===== src/rtl/wb_regfile_pkg.sv =====
// Shared pipeline constants for the writeback register file and its neighbours
// (ID/EX, EX/MEM, forwarding unit).
package wb_regfile_pkg;

    localparam int unsigned DATA_W_DEF = 32;
    localparam int unsigned ADDR_W_DEF = 5;
    localparam int unsigned REG_ZERO   = 0;

endpackage : wb_regfile_pkg


===== src/rtl/wb_regfile_rdport.sv =====
// One combinational read port: hardwired-zero r0, optional same-cycle
// write-through bypass, otherwise the array contents.
module wb_regfile_rdport
    import wb_regfile_pkg::*;
#(
    parameter int unsigned DATA_W = DATA_W_DEF,
    parameter int unsigned ADDR_W = ADDR_W_DEF,
    parameter bit          BYPASS = 1'b1
) (
    input  logic [ADDR_W-1:0] addr,
    input  logic [DATA_W-1:0] reg_data,
    input  logic              wr_en,
    input  logic [ADDR_W-1:0] wr_addr,
    input  logic [DATA_W-1:0] wr_data,
    output logic [DATA_W-1:0] data
);

    logic is_zero;
    logic hit;

    always_comb begin
        is_zero = (addr == ADDR_W'(REG_ZERO));
        hit     = BYPASS && wr_en && (wr_addr == addr);
        if (is_zero) begin
            data = '0;
        end else if (hit) begin
            data = wr_data;
        end else begin
            data = reg_data;
        end
    end

endmodule : wb_regfile_rdport


===== src/rtl/wb_regfile.sv =====
// MEM/WB consumer: writeback select, 32-entry register file with two bypassed
// read ports for ID, and a saturating committed-write counter.
module wb_regfile
    import wb_regfile_pkg::*;
#(
    parameter int unsigned DATA_W = DATA_W_DEF,
    parameter int unsigned ADDR_W = ADDR_W_DEF,
    parameter bit          BYPASS = 1'b1,
    parameter int unsigned CNT_W  = 32
) (
    input  logic              clk_i,
    input  logic              rst_i,
    input  logic              regwrite_i,
    input  logic              memtoreg_i,
    input  logic [DATA_W-1:0] memdata_i,
    input  logic [DATA_W-1:0] aluresult_i,
    input  logic [ADDR_W-1:0] writeaddr_i,
    input  logic [ADDR_W-1:0] rs_addr_i,
    input  logic [ADDR_W-1:0] rt_addr_i,
    output logic [DATA_W-1:0] rs_data_o,
    output logic [DATA_W-1:0] rt_data_o,
    output logic [DATA_W-1:0] wbdata_o,
    output logic              wbvalid_o,
    output logic [CNT_W-1:0]  wrcount_o
);

    localparam int unsigned DEPTH = 2 ** ADDR_W;

    logic [DATA_W-1:0] regs [DEPTH];
    logic [CNT_W-1:0]  wrcount;
    logic              byp_en;

    always_comb begin
        wbdata_o  = memtoreg_i ? memdata_i : aluresult_i;
        wbvalid_o = regwrite_i && (writeaddr_i != ADDR_W'(REG_ZERO));
        // Bypass is gated by reset so both read ports hold 0 while rst_i is low.
        byp_en    = wbvalid_o && rst_i;
        wrcount_o = wrcount;
    end

    always_ff @(posedge clk_i or negedge rst_i) begin
        if (!rst_i) begin
            for (int unsigned i = 0; i < DEPTH; i++) begin
                regs[i] <= '0;
            end
            wrcount <= '0;
        end else if (wbvalid_o) begin
            regs[writeaddr_i] <= wbdata_o;
            if (wrcount != '1) begin
                wrcount <= wrcount + CNT_W'(1);
            end
        end
    end

    wb_regfile_rdport #(
        .DATA_W (DATA_W),
        .ADDR_W (ADDR_W),
        .BYPASS (BYPASS)
    ) u_rdport_rs (
        .addr     (rs_addr_i),
        .reg_data (regs[rs_addr_i]),
        .wr_en    (byp_en),
        .wr_addr  (writeaddr_i),
        .wr_data  (wbdata_o),
        .data     (rs_data_o)
    );

    wb_regfile_rdport #(
        .DATA_W (DATA_W),
        .ADDR_W (ADDR_W),
        .BYPASS (BYPASS)
    ) u_rdport_rt (
        .addr     (rt_addr_i),
        .reg_data (regs[rt_addr_i]),
        .wr_en    (byp_en),
        .wr_addr  (writeaddr_i),
        .wr_data  (wbdata_o),
        .data     (rt_data_o)
    );

endmodule : wb_regfile


===== config.mk =====
export PLATFORM = sky130hd
export DESIGN_NAME = wb_regfile
export DESIGN_NICKNAME = d
export VERILOG_FILES = /design/src/rtl/wb_regfile_pkg.sv /design/src/rtl/wb_regfile_rdport.sv /design/src/rtl/wb_regfile.sv
export SDC_FILE = /design/constraint.sdc
export NUM_CORES = 2
export LEC_CHECK = 0
export CAP_MARGIN = 20
export CORE_MARGIN = 8
export CORE_UTILIZATION = 40
export CTS_BUF_LIST = sky130_fd_sc_hd__clkbuf_8
export DETAILED_ROUTE_END_ITERATION = 7
export PLACE_DENSITY = 0.67
export SYNTH_ARGS = -nofsm -noshare
export SYNTH_HDL_FRONTEND = slang
export SYNTH_SLANG_ARGS = --single-unit

===== constraint.sdc =====
create_clock -name clk_i -period 5.7 [get_ports clk_i]
set_clock_uncertainty 0.05 [all_clocks]
set_input_delay 0.57 -clock clk_i [delete_from_list [all_inputs] [get_ports clk_i]]
set_output_delay 0.57 -clock clk_i [all_outputs]
set_load 0.02 [all_outputs]

==> results.sh <==
export IMPL_status="finished clean"
export IMPL_cp_cell_sequence="buf_4 -> buf_4 -> xnor2_1 -> nand3_1 -> nor3_2 -> buf_12 -> nor3_1 -> buf_4 -> a211oi_1 -> clkdlybuf4s50_1"
export IMPL_nets=5210
export IMPL_cts_root_buf="clkbuf_8"
export IMPL_synth_avg_cell_area_um2=10.72
export IMPL_num_fill_cells=12626
export IMPL_cp_slowest_cell="a211oi_1"
export IMPL_die_w_um=386.5
export IMPL_synth_cell_type_count=56
export IMPL_dr_pass1_iters=6
export IMPL_critPathArrivalTime_ns=4.37
export IMPL_startpoint_type="input pin"
export IMPL_ys_warn_count=0
export IMPL_max_slew_margin_pct=18.96
export IMPL_drt_iter0_markers=5687
export IMPL_period_share_pct=87.57
export IMPL_cts_buffers=168
export IMPL_post_cts_buffers=0
export IMPL_grt_antenna_before_repair=7
export IMPL_slew_violations=0
export IMPL_num_rows=136
export IMPL_p_leak_nw=26.29
export IMPL_r2r_start="wrcount_o[19]"
export IMPL_hold_ws_ns=0.1988
export IMPL_grt_first_pass_wirelength_um=293100
export IMPL_crit_required_ns=5.08
export IMPL_final_cell_mix="dfrtp_1 (1056), nor2_1 (585), a21oi_1 (552)"
export IMPL_cp_common_cell="buf_4"
export IMPL_grt_ovfl_total=0
export IMPL_max_freq_mhz=200.3
export IMPL_ant_nets=0
export IMPL_clk_latency_ns=0.88
export IMPL_cap_violations=0
export IMPL_ios=212
export IMPL_synth_edf_count=0
export IMPL_fin_crit_ns=4.991
export IMPL_slowest_delay_ns=0.79
export IMPL_clk_pin_slew_ns=0.06
export IMPL_path_class="input pin to output port"
export IMPL_grt_max_degree=174
export IMPL_r2r_cells=5
export IMPL_setup_violations=0
export IMPL_cts_tree="built"
export IMPL_postCtsResizedCells=0
export IMPL_chipHeight_um=386.5
export IMPL_endpoint_kind="output port"
export IMPL_synth_seq_area_share_pct=48.12
export IMPL_r2r_end="wrcount_o[1]"
export IMPL_track_usage_pct=25.85
export IMPL_peakVddDrop_mv=0.2660
export IMPL_rsz0062_at_grt="false"
export IMPL_crit_fanout=46
export IMPL_mostFrequentLayoutCell="dfrtp_1"
export IMPL_p_total_mw=22.27
export IMPL_drcViolationCount=0
export IMPL_wl_per_cell_um=28.24
export IMPL_synth_nets=5205
export IMPL_postSynthCellCount=5121
export IMPL_grt_pass1_vias=43479
export IMPL_syn_area_mm2=0.05492
export IMPL_core_mm2=0.1368
export IMPL_setup_tns_ns=0
export IMPL_ctsLongestPathBuffers=3
export IMPL_drt_wl_total_um=199100
export IMPL_design_area_mm2=0.06244
export IMPL_place_gp_congestion=0.9075
export IMPL_drive_above_1_share_pct=19.03
export IMPL_worst_slew_pin_slew_ns=1.208
export IMPL_finalCoreUtilization_pct=45.64
export IMPL_powerDensity_mw_per_mm2=356.6
export IMPL_dieArea_mm2=0.1494
export IMPL_start_util_pct=40.14
export IMPL_ys_ff_latch=1056
export IMPL_rrSetupSlack_ns=2.78
export IMPL_vias=44231
export IMPL_place_area_mm2=0.05889
export IMPL_clock_sinks=1056
export IMPL_hpwl_um=124800
export IMPL_area_delta_synth_final_pct=13.69
export IMPL_synthFlopType="dfrtp_1"
export IMPL_port_buffers=211
export IMPL_worstHoldPathType="input pin to async pin"
export IMPL_async_flop_share_pct=100.0
export IMPL_final_hold_viol_count=0
export IMPL_cts_htree_levels=4
export IMPL_routed_via_density=6.274
-- cell type report --
type / count / area (um2) / area share [%]
clock buffers: 222 / 3055 / 4.893
flip-flops and latches: 1056 / 26430 / 42.32
diodes: 7 / 17.52 / 0.02805
repair buffers: 386 / 3765 / 6.030
clock inverters: 71 / 370.4 / 0.5932
multi-input cells: 3478 / 26430 / 42.32
well taps: 1794 / 2245 / 3.595
inverters: 36 / 135.1 / 0.2164
-- synthesized netlist by cell type (31+ instances only) --
library cell,count,area [um2]
mux2i_1,275,2753
a221o_1,32,320.3
nor3_1,63,315.3
nor2_1,593,2226
a211oi_1,69,518.0
dfrtp_1,1056,26430
o22ai_1,96,600.6
mux4_2,383,8626
mux2_2,65,732.0
a221oi_1,32,280.3
inv_1,35,131.4
xnor2_1,34,297.8
buf_4,33,247.7
a21oi_1,552,2763
nand2_1,511,1918
o21ai_0,516,2582
buf_2,109,545.5
o221ai_1,31,271.5
clkbuf_1,375,1408
a22oi_1,34,255.2
-- sequential cells by signal, indices dropped and copies added, names as in the netlist --
signal,flops
regs,1024
wrcount_o,32
-- cell families (layout without fill, tap and decap cells) --
family                     Yosys count  after routing  share of synthesized area, %
AOI/OAI and AO/OA                 1440           1440                         14.93
xor gates and xnor gates            41             41                        0.6539
adders and majority gates            1              1                       0.02278
buffers and inverters              587            715                         4.871
DFF                               1056           1056                         48.12
muxes                              723            723                         22.05
other                                0              7                             0
and+or+nand+nor                   1273           1273                         9.359
-- worst max-delay path, delay by kind of cell --
kind / cells / cell delay [ns]
xor gates and xnor gates: 1 / 0.17
and+or+nand+nor: 3 / 0.52
AOI/OAI and AO/OA: 1 / 0.79
buffers and inverters: 5 / 2.23
-- report_power, final --
group | switching [mW] | internal (mW) | total (mW)
Combinational | 2.67 | 2.56 | 5.23
Sequential | 1.24 | 9.08 | 10.3
Clock | 3.17 | 3.55 | 6.72
-- layer usage --
layer	wire length, um	vias to the layer above	part of all wire [%]	GRT usage (%)
met4	11900	2	6.0	13.75
met5	13	-	0.0065	0
met1	76940	22129	39	34.11
met2	85750	2883	43	37.63
li1	-	18613	-	-
met3	24470	604	12	8.749
-- stage by stage --
step                cells  setup slack [ns]
finish               7050            0.7085
detailed placement   6744             1.004
CTS                  7038            0.9880
global placement     6742            0.9589
floorplan            5121             2.711
global route         7044            0.6974
-- how the worst max path moves through the flow --
| stage | from | endpoint | slack (ns) | depth (start not counted) |
|---|---|---|---|---|
| after global placement | rs_addr_i[0] | rs_data_o[31] | 0.96 | 10 |
| after CTS | rs_addr_i[1] | rs_data_o[18] | 0.99 | 10 |
| after global routing | rs_addr_i[0] | rs_data_o[31] | 0.70 | 10 |
| after floorplan | rs_addr_i[0] | rs_data_o[10] | 2.71 | 9 |
| final | rs_addr_i[2] | rs_data_o[18] | 0.71 | 10 |
| after detailed placement | rs_addr_i[0] | rs_data_o[31] | 1.00 | 10 |
-- repair_timing --
item | CTS | global route
endpoints found under the hold margin | 41 | 0
hold buffers | 1 | 0
setup endpoints to repair | 0 | 0
Note: power is estimated with default switching activity, not from simulation.
